$ cat src/rtl/insn_fetch_decode_pkg.sv
// Shared ISA definitions for the fetch/decode slice: opcode indices, instruction
// field positions and small field-extraction helpers.
package insn_fetch_decode_pkg;

   localparam int unsigned ISA_INSN_COUNT = 16;

   localparam int unsigned ISA_NOP = 0;
   localparam int unsigned ISA_LDI = 1;
   localparam int unsigned ISA_LD  = 2;
   localparam int unsigned ISA_ST  = 3;
   localparam int unsigned ISA_ADD = 4;
   localparam int unsigned ISA_SUB = 5;
   localparam int unsigned ISA_AND = 6;
   localparam int unsigned ISA_OR  = 7;
   localparam int unsigned ISA_XOR = 8;
   localparam int unsigned ISA_SHL = 9;
   localparam int unsigned ISA_SHR = 10;
   localparam int unsigned ISA_JMP = 11;
   localparam int unsigned ISA_JZ  = 12;
   localparam int unsigned ISA_JNZ = 13;
   localparam int unsigned ISA_IN  = 14;
   localparam int unsigned ISA_OUT = 15;

   localparam int unsigned INSN_W  = 8;
   localparam int unsigned OPC_MSB = 7;
   localparam int unsigned OPC_LSB = 3;
   localparam int unsigned REG_MSB = 2;
   localparam int unsigned REG_LSB = 0;
   localparam int unsigned OPC_W   = OPC_MSB - OPC_LSB + 1;
   localparam int unsigned REG_W   = REG_MSB - REG_LSB + 1;

   function automatic logic [OPC_W-1:0] insn_opcode(input logic [INSN_W-1:0] insn);
      return insn[OPC_MSB:OPC_LSB];
   endfunction

   function automatic logic [REG_W-1:0] insn_reg(input logic [INSN_W-1:0] insn);
      return insn[REG_MSB:REG_LSB];
   endfunction

endpackage

$ cat src/rtl/insn_fetch_decode_decoder.sv
// Combinational opcode decoder: one-hot enable for defined opcodes, flag for the rest.
module insn_decoder
   import insn_fetch_decode_pkg::*;
(
   input  logic [OPC_W-1:0]          opcode,
   output logic [ISA_INSN_COUNT-1:0] insn_en,
   output logic                      illegal_op
);

   always_comb begin
      insn_en = '0;
      for (int unsigned k = 0; k < ISA_INSN_COUNT; k++) begin
         if (opcode == OPC_W'(k)) begin
            insn_en[k] = 1'b1;
         end
      end
      illegal_op = (32'(opcode) >= ISA_INSN_COUNT);
   end

endmodule

$ cat src/rtl/insn_fetch_decode.sv
// Instruction fetch/decode sequencer: fetches one byte per instruction from RAM,
// decodes it and holds the decoded enables until bus_control signals completion.
module insn_fetch_decode
   import insn_fetch_decode_pkg::*;
(
   input  logic                      clk,
   input  logic                      rst_n,
   input  logic                      run,
   input  logic [7:0]                pc,
   input  logic [7:0]                ram_rdata,
   input  logic                      insn_done,
   output logic                      ram_rd_en,
   output logic [7:0]                ram_addr,
   output logic                      pc_inc,
   output logic [ISA_INSN_COUNT-1:0] insn_en,
   output logic [REG_W-1:0]          reg_num,
   output logic                      illegal
);

   typedef enum logic [2:0] {
      StIdle,
      StFetch,
      StWait,
      StExec,
      StNext
   } state_e;

   state_e              state_q, state_d;
   logic [INSN_W-1:0]   ir_q, ir_d;
   logic [ISA_INSN_COUNT-1:0] dec_en;
   logic                dec_illegal;

   insn_decoder u_insn_decoder (
      .opcode     (insn_opcode(ir_q)),
      .insn_en    (dec_en),
      .illegal_op (dec_illegal)
   );

   always_ff @(posedge clk or negedge rst_n) begin
      if (!rst_n) begin
         state_q <= StIdle;
         ir_q    <= '0;
      end else begin
         state_q <= state_d;
         ir_q    <= ir_d;
      end
   end

   always_comb begin
      state_d = state_q;
      ir_d    = ir_q;
      unique case (state_q)
         StIdle:  if (run) state_d = StFetch;
         StFetch: state_d = StWait;
         StWait: begin
            state_d = StExec;
            ir_d    = ram_rdata;
         end
         // An undefined opcode never sees insn_done; it retires after one cycle.
         StExec:  if (dec_illegal || insn_done) state_d = StNext;
         StNext:  state_d = run ? StFetch : StIdle;
         default: state_d = StIdle;
      endcase
   end

   always_comb begin
      ram_rd_en = 1'b0;
      ram_addr  = '0;
      pc_inc    = 1'b0;
      insn_en   = '0;
      reg_num   = '0;
      illegal   = 1'b0;
      unique case (state_q)
         StFetch: begin
            ram_rd_en = 1'b1;
            ram_addr  = pc;
         end
         StExec: begin
            insn_en = dec_en;
            reg_num = insn_reg(ir_q);
            illegal = dec_illegal;
         end
         StNext:  pc_inc = 1'b1;
         default: ;
      endcase
   end

endmodule
$ cat config.mk
export PLATFORM = sky130hd
export DESIGN_NAME = insn_fetch_decode
export DESIGN_NICKNAME = d
export VERILOG_FILES = /design/src/rtl/insn_fetch_decode_pkg.sv /design/src/rtl/insn_fetch_decode_decoder.sv /design/src/rtl/insn_fetch_decode.sv
export SDC_FILE = /design/constraint.sdc
export NUM_CORES = 1
export LEC_CHECK = 0
export CORE_MARGIN = 4
export CORE_UTILIZATION = 33
export CTS_CLUSTER_DIAMETER = 60
export DETAILED_ROUTE_END_ITERATION = 10
export GPL_TIMING_DRIVEN = 0
export PLACE_DENSITY = 0.78
export SYNTH_ARGS = -nofsm -noshare
export SYNTH_HDL_FRONTEND = slang
export SYNTH_SLANG_ARGS = --single-unit
$ cat constraint.sdc
create_clock -name clk -period 1.7 [get_ports clk]
set_input_delay 0.51 -clock clk [delete_from_list [all_inputs] [get_ports clk]]
set_output_delay 0.51 -clock clk [all_outputs]
set_load 0.01 [all_outputs]
==> reports/qor.csv, run 1 <==
stage,metric,value,unit
worst_setup_path,FF-to-FF Start,state_q[0],
die,core area,1962,µm²
clock_tree,H-tree depth,1,
routing,initial drt markers,2,
global_routing,first-pass GRT wire length,3.877,mm
outcome,status,"complete, but fails checks",
clock_tree,Max Buffers Root-to-Sink,2,
worst_setup_path,crit-path max FO,4,
pwr,worst ir drop on vdd,0.001194,V
synthesis,Synth Cell Area,675.6,µm²
sta,min cycle time layout,2.019,ns
sta,fin crit share,118.8,%
clock_tree,clock tree from TritonCTS,done,
sta,Fmax,0.4952,GHz
worst_setup_path,R2R Setup Slk,0.08,ns
die,IO Pins,50,
sta,skew final,0.004637,ns
synthesis,Ys Warns,0,
cells_and_area,FILL cells,115,
global_routing,antenna violations before repair,0,
global_routing,"Remaining Overflow, GRT",0,
worst_setup_path,worst setup path category,flip-flop to primary output,
synthesis,synth unique cells,17,
sta,Final Hold Fails,0,
synthesis,"Seq/Total Area, Yosys",40.74,%
clock_tree,Sink Count,11,
cells_and_area,"commonest non-fill, non-tap cell in the layout",buf_6,
cells_and_area,diode count,0,
place,Port Buffers,49,
place,Post-DP HPWL,1.656,mm
worst_setup_path,R2R depth,4,
worst_hold_path,Worst Hold End,state_q[2],
worst_setup_path,endpoint class of the critical path,primary output,
routing,Routed Antenna Nets,0,
sta,unrepaired setup endpoints after global routing,yes,
sta,PnR worst setup slack,-0.3194,ns
die,Starting Density,34.44,%
routing,Via Count,882,
sta,final setup fails,30,
synthesis,"FF+latch count, synth",11,
outcome,failing checks,negative setup slack,
clock_tree,"CTS clk-pin slew, worst paths",0.07,ns
global_routing,pin count of the biggest net entering global routing,12,
routing,overall routed net length,2.764,mm
cells_and_area,ratio of cells with drive above 1 in the final layout,76.87,%
cells_and_area,fin cells,174,
flow_run,number of max-cap violations,0,
sta,Slew Limit Fails,0,
routing,total iterations of the first detailed-routing run,4,
worst_hold_path,Worst Hold Launch,ir_q[7],
sta,worst rel slew slack,67.02,%
place,routability congestion estimate,0.7761,
worst_hold_path,Worst Hold Class,flip-flop to flip-flop,
die,die width,53.25,µm
sta,Slew @ Worst Pin,0.4932,ns
die,Cell Rows,16,
global_routing,vias in the first global route,926,
place,Placed Cells,143,
die,Die Span Y,53.25,µm
pwr,total power,2.765,mW
worst_hold_path,WHS Path Cells,1,
worst_setup_path,RR Endpoint,ir_q[5],
clock_tree,CTS buffer count,3,
synthesis,syn_nets,87,
synthesis,Synth Instances,67,
pwr,Pwr Density,1677,nW/µm²
synthesis,syn avg cell area,10.08,µm²
routing,Vias/cell,5.069,
routing,DRC Markers,0,
worst_setup_path,WP data required,1.19,ns
cells_and_area,most frequent cells in the layout,"buf_6, clkdlybuf4s50_1, buf_2, buf_4, and2_4",
worst_setup_path,CP startpoint kind,flip-flop,
cells_and_area,Area Growth Syn to Fin,144.1,%
global_routing,gr usage total,18.44,%
routing,Routed wire per std cell,15.89,µm
clock_tree,CTS root buffer,clkbuf_4,
die,die area,2836,µm²
worst_setup_path,critical path arrival,1.51,ns
pwr,leakage power,0.7583,nW
clock_tree,Worst-Skew Late Latency,0.26,ns
cells_and_area,NumNets Final,168,
==> worst max-delay path by stage <==
stage / to / slack, ns / from / cells after the start
2_1_floorplan: insn_en[10] / -0.06 / state_q[2] / 4
4_1_cts: insn_en[14] / -0.32 / state_q[2] / 5
3_3_place_gp: insn_en[13] / -0.55 / state_q[2] / 5
5_1_grt: insn_en[1] / -0.39 / state_q[2] / 4
3_5_place_dp: insn_en[11] / -0.60 / state_q[2] / 5
6_report: ram_addr[7] / -0.32 / state_q[2] / 6
==> report_power, final <==
group          leakage [nW]  total, mW  internal (mW)  switching, mW
logic                 0.619       2.01           1.14          0.864
registers             0.124      0.583          0.412          0.171
clock network        0.0150      0.174         0.0905         0.0836
total                 0.758       2.77           1.65           1.12
==> sequential cells by signal, indices dropped and copies added, names as in the netlist <==
register and count:
ir_q 8, state_q 3
==> cell type report <==
type                       instances  area, µm²  area share [%]
buffer                             2      31.28           1.897
sequential                        11      282.8           17.15
tap                               27      33.78           2.049
clock buffer                       4      26.28           1.593
timing repair buffer              75      674.4           40.90
multi-input combinational         55      600.6           36.42
==> per-layer routing <==
metal | wire (µm) | global-route usage, % | vias to the layer above
li1 | - | - | 413
met1 | 1032 | 16.18 | 421
met2 | 1499 | 38.16 | 44
met3 | 205 | 3.944 | 4
met4 | 27 | 8.085 | 0
met5 | 0 | 0 | -
==> cells by family after synthesis <==
kind of cell | Yosys count | synth area share (%)
and+or+nand+nor | 42 | 39.82
DFF | 11 | 40.74
muxes | 8 | 13.33
AOI/OAI and AO/OA | 4 | 4.630
buffers and inverters | 2 | 1.482
==> synth_stat cells <==
library cell,number,area share (%)
nor3b_2,1,1.9
and3b_1,1,1.3
nand4bb_1,1,1.7
nor3_1,9,6.7
a211oi_1,1,1.1
buf_2,2,1.5
or4_1,1,1.1
and2_1,13,12
nand2_1,2,1.1
nand2b_1,5,4.6
nor4_1,6,5.6
nor2_1,2,1.1
mux2_2,8,13
o2bb2ai_1,1,1.3
nor3b_4,1,2.8
dfrtp_1,11,41
o21a_1,2,2.2
==> per-stage QoR <==
| step | hold WS, ns | cell area, µm² | worst slack [ns] | utilization [%] | setup TNS, ns |
|---|---|---|---|---|---|
| detailed placement | 0.4894 | 1200 | -0.5960 | 61.16 | -13.17 |
| floorplan | 0.2144 | 675.6 | -0.05568 | - | -0.5011 |
| CTS | 0.5076 | 1351 | -0.3194 | 68.88 | -7.304 |
| finish | 0.5079 | 1649 | -0.3194 | 84.06 | -7.605 |
| global placement | 0.4801 | 1200 | -0.5465 | 61.16 | -12.52 |
| global route | 0.5271 | 1649 | -0.3887 | 84.06 | -9.392 |
==> worst max-delay path, cell delays in order, from the launching register on <==
cell	delay [ns]
dfrtp_2	0.43
buf_6	0.13
nor3b_4	0.24
buf_6	0.14
buf_6	0.09
and2_4	0.13
buf_6	0.09
==> repair_timing <==
action | 4_1_cts | 5_1_grt
pin swaps | 15 | 22
hold buffers | 0 | 0
setup buffers | 21 | 7
setup endpoints to repair | 30 | 30
gates cloned | 1 | 1
resized for setup | 154 | 56
Power figures use the tool's default switching activity.
==> inputs of run 2 (changes only) <==
--- a/config.mk
+++ b/config.mk
@@ -5,9 +5,10 @@
 export SDC_FILE = /design/constraint.sdc
 export NUM_CORES = 1
 export LEC_CHECK = 0
-export CORE_MARGIN = 4
+export CORE_MARGIN = 2
 export CORE_UTILIZATION = 33
 export CTS_CLUSTER_DIAMETER = 60
+export CTS_CLUSTER_SIZE = 25
 export DETAILED_ROUTE_END_ITERATION = 10
 export GPL_TIMING_DRIVEN = 0
 export PLACE_DENSITY = 0.78
==> reports/qor.csv, run 2 (synthesis gave the netlist of run 1 again) <==
stage,metric,value,unit
worst_setup_path,crit-path max FO,7,
clock_tree,Post-CTS Hold Fix Bufs,0,
worst_setup_path,worst setup path category,flip-flop to primary output,
die,IO Pins,50,
global_routing,gr usage total,21.22,%
routing,DRC Markers,0,
routing,initial drt markers,8,
die,Starting Density,34.79,%
die,Die Span Y,49.25,µm
worst_setup_path,critical path arrival,1.53,ns
die,Cell Rows,16,
cells_and_area,most frequent cells in the layout,"buf_4, buf_2, clkdlybuf4s50_1, buf_6, mux2_2",
place,Post-DP Area,1200,µm²
sta,Slew @ Worst Pin,0.4933,ns
cells_and_area,final core occ,81.38,%
global_routing,vias in the first global route,916,
sta,Fmax,0.4890,GHz
sta,worst rel slew slack,67.01,%
worst_setup_path,endpoint class of the critical path,primary output,
place,Port Buffers,49,
clock_tree,Sink Count,11,
worst_hold_path,Worst Hold Class,flip-flop to flip-flop,
worst_setup_path,Setup crit end,insn_en[8],
sta,skew final,0.004524,ns
clock_tree,clock tree from TritonCTS,done,
clock_tree,"CTS clk-pin slew, worst paths",0.07,ns
worst_setup_path,WP data required,1.19,ns
place,Post-DP HPWL,1.510,mm
cells_and_area,diode count,0,
routing,Via Count,886,
sta,Final Hold Fails,0,
cells_and_area,NumNets Final,169,
worst_setup_path,CP startpoint,state_q[2],
global_routing,pin count of the biggest net entering global routing,12,
cells_and_area,Area Growth Syn to Fin,133.9,%
clock_tree,H-tree depth,1,
sta,fin crit share,120.3,%
place,routability congestion estimate,0.7686,
worst_setup_path,FF-to-FF Start,state_q[0],
die,die area,2426,µm²
sta,PnR worst setup slack,-0.3449,ns
clock_tree,Worst-Skew Late Latency,0.27,ns
flow_run,number of max-cap violations,0,
worst_setup_path,RR Endpoint,ir_q[0],
clock_tree,CTS root buffer,clkbuf_4,
cells_and_area,ratio of cells with drive above 1 in the final layout,73.65,%
worst_setup_path,R2R Setup Slk,0.12,ns
outcome,failing checks,negative setup slack,
die,core area,1942,µm²
routing,Vias/cell,5.063,
global_routing,"Remaining Overflow, GRT",0,
sta,unrepaired setup endpoints after global routing,yes,
outcome,status,"complete, but fails checks",
routing,met3 routed WL,211,µm
routing,met1 WL,993,µm
sta,min cycle time layout,2.045,ns
clock_tree,Max Buffers Root-to-Sink,2,
die,die width,49.25,µm
pwr,worst ir drop on vdd,0.0009185,V
sta,Slew Limit Fails,0,
routing,max layer used,met3,
routing,overall routed net length,2.723,mm
pwr,leakage power,0.7258,nW
cells_and_area,Largest Register,ir_q,
routing,total iterations of the first detailed-routing run,4,
global_routing,antenna violations before repair,0,
cells_and_area,"commonest non-fill, non-tap cell in the layout",buf_4,
routing,wire length on met2,1.518,mm
worst_setup_path,CP startpoint kind,flip-flop,
cells_and_area,FILL cells,132,
pwr,Pwr Density,1696,nW/µm²
cells_and_area,biggest regs,"ir_q (8), state_q (3)",
routing,Routed wire per std cell,15.56,µm
worst_setup_path,R2R depth,5,
routing,Routed Antenna Nets,0,
cells_and_area,post-route cell area,1580,µm²
global_routing,first-pass GRT wire length,4.050,mm
clock_tree,CTS buffer count,3,
cells_and_area,max FFs per register,8,
sta,final setup fails,30,
-- run 2: changes by cell type in the layout (fill, tap and decap cells not counted), sizes merged --
cell,delta
buf,+2
clkbuf,-1
-- run 2: worst max-delay path: stages, from the launching register on --
cell and delay (ns):
dfrtp_2 0.41, nand4bb_1 0.20, buf_6 0.16, nor4_2 0.29, buf_2 0.20
-- run 2: power by group --
part           internal (mW)  switching [mW]
clock network         0.0907          0.0914
logic                   1.05           0.863
registers              0.414           0.172
-- run 2: metal layers --
metal  global-route usage [%]  vias to the layer above
met3                    5.828                        0
met4                    5.238                        0
met1                    19.27                      431
met5                        0                        -
li1                         -                      408
met2                    44.37                       47
-- run 2: what timing repair did --
item / in CTS / in global routing
setup buffers: 18 / 10
endpoints found under the setup margin: 30 / 37
gates cloned: 1 / 0
pin swaps: 16 / 9
resized for setup: 173 / 19
endpoints found under the hold margin: 0 / 0
-- run 2: per-stage QoR --
| stage | cells | hold WS (ns) | setup TNS, ns | power [mW] | worst slack (ns) |
|---|---|---|---|---|---|
| floorplan | 67 | 0.2144 | -0.5011 | 1.126 | -0.05568 |
| global placement | 143 | 0.4812 | -12.70 | 1.486 | -0.5650 |
| detailed placement | 143 | 0.4894 | -13.27 | 1.522 | -0.6143 |
| CTS | 165 | 0.5075 | -7.127 | 2.234 | -0.3017 |
| global route | 175 | 0.5255 | -9.540 | 2.825 | -0.4093 |
| finish | 175 | 0.5020 | -7.445 | 2.680 | -0.3449 |
-- run 2: layout make-up --
class / count / area (µm²) / share of cell area [%]
multi-input cells: 55 / 606.8 / 38.40
repair buffers: 76 / 598.1 / 37.85
flip-flops and latches: 11 / 284.0 / 17.97
well taps: 27 / 33.78 / 2.138
plain buffers: 2 / 31.28 / 1.979
clock buffers: 4 / 26.28 / 1.663
-- run 2: worst min-delay path by stage --
stage	start	to	slack, ns	cells after the start
3_5_place_dp	ir_q[2]	ir_q[2]	0.49	1
6_report	ir_q[1]	ir_q[1]	0.50	1
2_1_floorplan	rst_n	ir_q[0]	0.21	0
4_1_cts	ir_q[1]	ir_q[1]	0.51	1
5_1_grt	ir_q[1]	ir_q[1]	0.53	1
3_3_place_gp	ir_q[2]	ir_q[2]	0.48	1
